### src/rtl/icache_dm.sv
// ---------------------------------------------------------------------------
// icache_dm
// Direct-mapped instruction cache with one word per line. It sits between the
// CPU fetch port and a slow instruction memory that uses a req/ack handshake.
// A hit returns the instruction combinationally in the same cycle. A miss
// raises a stall request and refills the line from memory.
//
// Ports
//   clk, rst      clock; synchronous active-high reset
//   cpu_ce_i      fetch enable
//   cpu_addr_i    fetch byte address (bits [1:0] ignored)
//   cpu_data_o    fetched instruction, 0 (NOP) when not delivering
//   stallreq_o    stall request to the pipeline controller
//   flush_i       invalidate every line
//   mem_req_o     refill request, held until mem_ack_i
//   mem_addr_o    word-aligned refill address
//   mem_ack_i     one-cycle refill data strobe
//   mem_data_i    refill data
// ---------------------------------------------------------------------------
module icache_dm #(
   parameter int INDEX_W = 6,
   parameter int ADDR_W  = 32,
   parameter int DATA_W  = 32
) (
   input  logic              clk,
   input  logic              rst,
   input  logic              cpu_ce_i,
   input  logic [ADDR_W-1:0] cpu_addr_i,
   output logic [DATA_W-1:0] cpu_data_o,
   output logic              stallreq_o,
   input  logic              flush_i,
   output logic              mem_req_o,
   output logic [ADDR_W-1:0] mem_addr_o,
   input  logic              mem_ack_i,
   input  logic [DATA_W-1:0] mem_data_i
);

   localparam int LINES = 1 << INDEX_W;
   localparam int TAG_W = ADDR_W - INDEX_W - 2;

   typedef enum logic {
      IDLE,
      REFILL
   } state_t;

   state_t              state_q, state_d;
   logic [LINES-1:0]    valid_q, valid_d;
   logic [TAG_W-1:0]    tag_q  [LINES];
   logic [TAG_W-1:0]    tag_d  [LINES];
   logic [DATA_W-1:0]   data_q [LINES];
   logic [DATA_W-1:0]   data_d [LINES];
   logic                drop_q, drop_d;
   logic                mem_req_q, mem_req_d;
   logic [ADDR_W-1:0]   mem_addr_q, mem_addr_d;

   logic [ADDR_W-1:0]   word_addr;
   logic [INDEX_W-1:0]  lookup_index;
   logic [TAG_W-1:0]    lookup_tag;
   logic [INDEX_W-1:0]  fill_index;
   logic [TAG_W-1:0]    fill_tag;
   logic                lookup_hit;

   // Split the fetch address and the latched refill address into index and
   // tag. A flush in the lookup cycle forces a miss so stale lines never hit.
   assign word_addr    = cpu_addr_i & ~ADDR_W'(3);
   assign lookup_index = word_addr[INDEX_W+1:2];
   assign lookup_tag   = word_addr[ADDR_W-1:INDEX_W+2];
   assign fill_index   = mem_addr_q[INDEX_W+1:2];
   assign fill_tag     = mem_addr_q[ADDR_W-1:INDEX_W+2];
   assign lookup_hit   = valid_q[lookup_index] && (tag_q[lookup_index] == lookup_tag) && !flush_i;

   assign mem_req_o  = mem_req_q;
   assign mem_addr_o = mem_addr_q;

   // Next-state and output logic. A refill cannot be aborted: once in REFILL
   // the latched address is filled whatever the CPU does. A flush during the
   // refill sets the drop flag so the returning line is written invalid.
   always_comb begin
      state_d    = state_q;
      valid_d    = valid_q;
      tag_d      = tag_q;
      data_d     = data_q;
      drop_d     = drop_q;
      mem_req_d  = mem_req_q;
      mem_addr_d = mem_addr_q;
      cpu_data_o = '0;
      stallreq_o = 1'b0;

      case (state_q)
         IDLE: begin
            drop_d = 1'b0;
            if (flush_i) begin
               valid_d = '0;
            end
            if (cpu_ce_i) begin
               if (lookup_hit) begin
                  cpu_data_o = data_q[lookup_index];
               end else begin
                  stallreq_o = 1'b1;
                  mem_req_d  = 1'b1;
                  mem_addr_d = word_addr;
                  state_d    = REFILL;
               end
            end
         end
         REFILL: begin
            stallreq_o = 1'b1;
            if (flush_i) begin
               valid_d = '0;
               drop_d  = 1'b1;
            end
            if (mem_ack_i) begin
               tag_d[fill_index]   = fill_tag;
               data_d[fill_index]  = mem_data_i;
               valid_d[fill_index] = ~(drop_q | flush_i);
               mem_req_d           = 1'b0;
               drop_d              = 1'b0;
               state_d             = IDLE;
            end
         end
      endcase

      if (rst) begin
         cpu_data_o = '0;
         stallreq_o = 1'b0;
      end
   end

   // Control state and valid bits; reset clears them and abandons any refill.
   always_ff @(posedge clk) begin
      if (rst) begin
         state_q    <= IDLE;
         valid_q    <= '0;
         drop_q     <= 1'b0;
         mem_req_q  <= 1'b0;
         mem_addr_q <= '0;
      end else begin
         state_q    <= state_d;
         valid_q    <= valid_d;
         drop_q     <= drop_d;
         mem_req_q  <= mem_req_d;
         mem_addr_q <= mem_addr_d;
      end
   end

   // Tag and data arrays need no reset: the valid bits gate every use, and
   // while rst is high the write path is blocked so a stray ack changes nothing.
   always_ff @(posedge clk) begin
      if (!rst) begin
         tag_q  <= tag_d;
         data_q <= data_d;
      end
   end

endmodule
### config.mk
export PLATFORM = sky130hd
export DESIGN_NAME = icache_dm
export DESIGN_NICKNAME = d
export VERILOG_FILES = /design/src/rtl/icache_dm.sv
export SDC_FILE = /design/constraint.sdc
export NUM_CORES = 2
export LEC_CHECK = 0
export BUFFER_PORTS_ARGS = -buffer_cell sky130_fd_sc_hd__buf_4
export CAP_MARGIN = 15
export CORE_ASPECT_RATIO = 1.25
export CORE_MARGIN = 1
export CORE_UTILIZATION = 45
export CTS_BUF_LIST = sky130_fd_sc_hd__clkbuf_2
export DETAILED_ROUTE_END_ITERATION = 8
export GPL_TIMING_DRIVEN = 0
export HOLD_SLACK_MARGIN = 0.12
export PLACE_DENSITY = 0.58
export SLEW_MARGIN = 20
export SYNTH_ARGS = -nofsm -noshare
export SYNTH_HDL_FRONTEND = slang
export SYNTH_SLANG_ARGS = --single-unit
export TNS_END_PERCENT = 100
### constraint.sdc
create_clock -name clk -period 8.05 [get_ports clk]
set_input_delay 1.61 -clock clk [delete_from_list [all_inputs] [get_ports clk]]
set_output_delay 1.61 -clock clk [all_outputs]
set_load 0.01 [all_outputs]
==> results.sh <==
export IMPL_tns_ps=-1617
export IMPL_async_reset_ff_frac=0
export IMPL_fin_crit_sh=1.018
export IMPL_violations="setup timing"
export IMPL_maxCapViolCount=0
export IMPL_clk_pin_slew_ps=110
export IMPL_synth_top_area_cell="edfxtp_1"
export IMPL_firstDrtPassIters=8
export IMPL_grt_overflow=0
export IMPL_slew_headroom=0.05000
export IMPL_yosysWarningCount=0
export IMPL_vias_per_cell=6.315
export IMPL_areaGrowthSynthToFinish_pct=17.25
export IMPL_power_frac_comb=0.062
export IMPL_crit_path_start_kind="input pin"
export IMPL_synth_enable_flop_cells=3584
export IMPL_critPathKind="in2out"
export IMPL_wl_mm=508.5
export IMPL_initial_core_util=0.4525
export IMPL_yosysTopAreaCellShare=0.7575
export IMPL_grt_pass1_vias=80530
export IMPL_final_nets=8064
export IMPL_finalHoldViolations=0
export IMPL_ant_nets=0
export IMPL_clock_tree_root_cell="clkbuf_2"
export IMPL_power_frac_seq=0.599
export IMPL_crit_path_cell_trace="buf_4, clkbuf_1, clkbuf_2, clkbuf_1, clkbuf_2, nor4_1, a21oi_1, xnor2_2, nand3_1, nor4_4, buf_4, nand3_4, buf_12, nor2b_1, buf_4"
export IMPL_clockBufferDepth=4
export IMPL_grt_pass1_wl_mm=674.7
export IMPL_max_freq_mhz=122.1
export IMPL_grt_max_degree=67
export IMPL_leakage_uw=0.05424
export IMPL_cts_sinks=3681
export IMPL_cp_end_kind="primary output"
export IMPL_dpl_hpwl_mm=349.2
export IMPL_crit_path_top_delay_cell="clkbuf_2"
export IMPL_place_congestion=0.8760
export IMPL_portBuffers=123
export IMPL_drt_iter0_drc=11820
export IMPL_crit_family="buffers and inverters"
export IMPL_die_x_um=504.6
export IMPL_cp_arrival_ps=6580
export IMPL_use_met3=0.08638
export IMPL_fin_skew_ps=270.9
export IMPL_period_needed_ps=8192
export IMPL_grt_usage=0.3163
export IMPL_clock_latency_ps=2380
export IMPL_powerDensity_mw_per_mm2=212.1
export IMPL_p_clk_frac=0.339
export IMPL_use_met1=0.3828
export IMPL_die_h_um=630.2
export IMPL_synth_seq_cells=3681
export IMPL_worstMarginPinSlew_ps=1425
export IMPL_post_synth_cell_area_avg_um2=22.01
export IMPL_required_ps=6440
export IMPL_cp_buffers_inverters=8
export IMPL_cp_common_cell="buf_4"
export IMPL_outcome="complete, but fails checks"
export IMPL_coreArea_mm2=0.3140
export IMPL_p_int_uw=26260
export IMPL_power_uw=35340
export IMPL_synth_main_ff_cell="edfxtp_1"
export IMPL_antenna_found_initial=23
export IMPL_grt_busiest_layer="met2"
export IMPL_instances_no_fill=12840
export IMPL_syn_area_mm2=0.1421
export IMPL_peakVddDrop_v=0.0001474
export IMPL_netlist_instances=6454
export IMPL_synth_top_cells_by_area="edfxtp_1 (76%), mux4_2 (14%), mux2i_1 (3.2%)"
export IMPL_avgRoutedWirePerCell_um=39.62
export IMPL_drv_slew=0
export IMPL_drive_gt1_frac=0.3717
export IMPL_cts_tree="built"
export IMPL_cp_max_fo=10
export IMPL_met2_usage=0.5115
export IMPL_cts_buffers=862
export IMPL_placement_rows=230
export IMPL_pin_count=135
export IMPL_htreeDepth=6
export IMPL_max_stage_delay_ps=730
export IMPL_ys_seq_area_frac=0.7711
export IMPL_drc_errors=0
export IMPL_worst_hold_path_type="in2reg"
export IMPL_dp_cells=11190
export IMPL_p_sw_frac=0.2569
export IMPL_switchingPower_uw=9077
export IMPL_setup_violations=24
export IMPL_synthDistinctLibCells=69
export IMPL_vias=81060
export IMPL_dieArea_mm2=0.3180
export IMPL_worst_slack_ps=-142.3
[timing repair]
action	in CTS	in global routing
hold buffers	110	0
setup buffers	6	0
resized for setup	257	42
setup endpoints to repair	33	27
pin swaps	7	6
endpoints found under the hold margin	2118	0
[flip-flops by register name, summed over array words and instances, names as in the netlist]
signal / count
valid_q: 64
data_q: 2048
state_q: 1
tag_q: 1536
mem_req_o: 1
drop_q: 1
mem_addr_o: 30
[worst reg2reg max path, stage by stage (launching register included)]
cell and delay, ps:
edfxtp_1 380, mux4_2 480, mux2_2 290, nand2_1 60
o21ai_0 150, a32oi_1 510, nor3b_1 720, nor4_2 130
and4_4 260, a21oi_2 220, buf_4 330, mux2i_1 250
dlygate4sd3_1 560
[cells in the final DEF, fill, tap and decap left out, drive strengths merged, types with 18 or more instances in the layout]
master       instances
dfxtp               97
clkbuf            1399
or3                 65
edfxtp            3584
nor3                23
a221oi              20
buf                759
inv                 32
nor2b               43
xnor2               18
clkinv             262
nand2b              67
mux4               879
dlygate4sd3        110
o21ai               81
a21oi               97
nand2               87
a22oi              169
nand4               21
nor2                93
nand3               84
mux2i              448
[cells in the mapped netlist, types with 17 or more instances]
library cell,number
o21ai_0,80
nand4_1,21
a21oi_1,96
and3_1,17
a221oi_1,20
nand2b_1,67
a22oi_1,169
nand3_1,83
nor2_1,93
buf_2,139
xnor2_1,18
dfxtp_1,97
nor2b_1,43
nand2_1,87
mux2i_1,448
clkbuf_1,186
buf_4,34
edfxtp_1,3584
or3_1,65
nor3_1,23
mux4_2,879
buf_1,18
[path summary, 6_finish.rpt]
kind                          to      startpoint  cells after the start  slack, ps
hold / removal       data_q[528]  mem_data_i[16]                      2        300
setup reg to reg  mem_addr_o[16]      tag_q[805]                     12       3590
setup / recovery  cpu_data_o[24]   cpu_addr_i[6]                     15       -140
hold reg to reg       valid_q[3]      valid_q[3]                      2        490
[layout make-up]
class | count | area (um^2)
antenna | 13 | 32.53
inverter | 10 | 38.79
multi-input combinational | 2378 | 31480
clock inverter | 305 | 1555
timing repair buffer | 676 | 10190
clock buffer | 1210 | 6056
sequential | 3681 | 109600
tap | 4176 | 5225
buffer | 386 | 2397
fill | 24830 | 147400
[logic make-up after synthesis]
family | count (synthesis) | share of synthesized area
buffers and inverters | 396 | 0.01306
AO/OA/AOI/OAI | 451 | 0.02133
XOR/XNOR | 29 | 0.001788
AND/OR/NAND/NOR | 563 | 0.02129
other | 1 | 0.00002639
multiplexers | 1333 | 0.1714
flip-flops | 3681 | 0.7711
[power by group through the flow]
stage / sequential (uW) / clock, uW / combinational, uW
global route: 21200 / 13000 / 2230
floorplan: 21600 / 0 / 1040
finish: 21200 / 12000 / 2190
global placement: 21600 / 0 / 1910
detailed placement: 21600 / 0 / 2060
CTS: 21100 / 12100 / 2150
[stage by stage]
stage                     setup slack, ps  instance area [um^2]  hold WS (ps)  utilization
after floorplan                      1054                142100         449.6            -
after global placement             -10590                148200         457.1       0.4721
after detailed placement            -2509                156900         468.9       0.4999
after CTS                           4.584                166400         143.3       0.5300
after global routing               -43.40                166600         315.8       0.5305
final                              -142.3                166600         302.2       0.5306
[per-layer routing]
metal / vias up / wire, um
met2: 5897 / 243900
met1: 42730 / 173400
li1: 30920 / -
met5: - / 134
met4: 20 / 33610
met3: 1491 / 57380
Note: power is estimated with default switching activity, not from simulation.
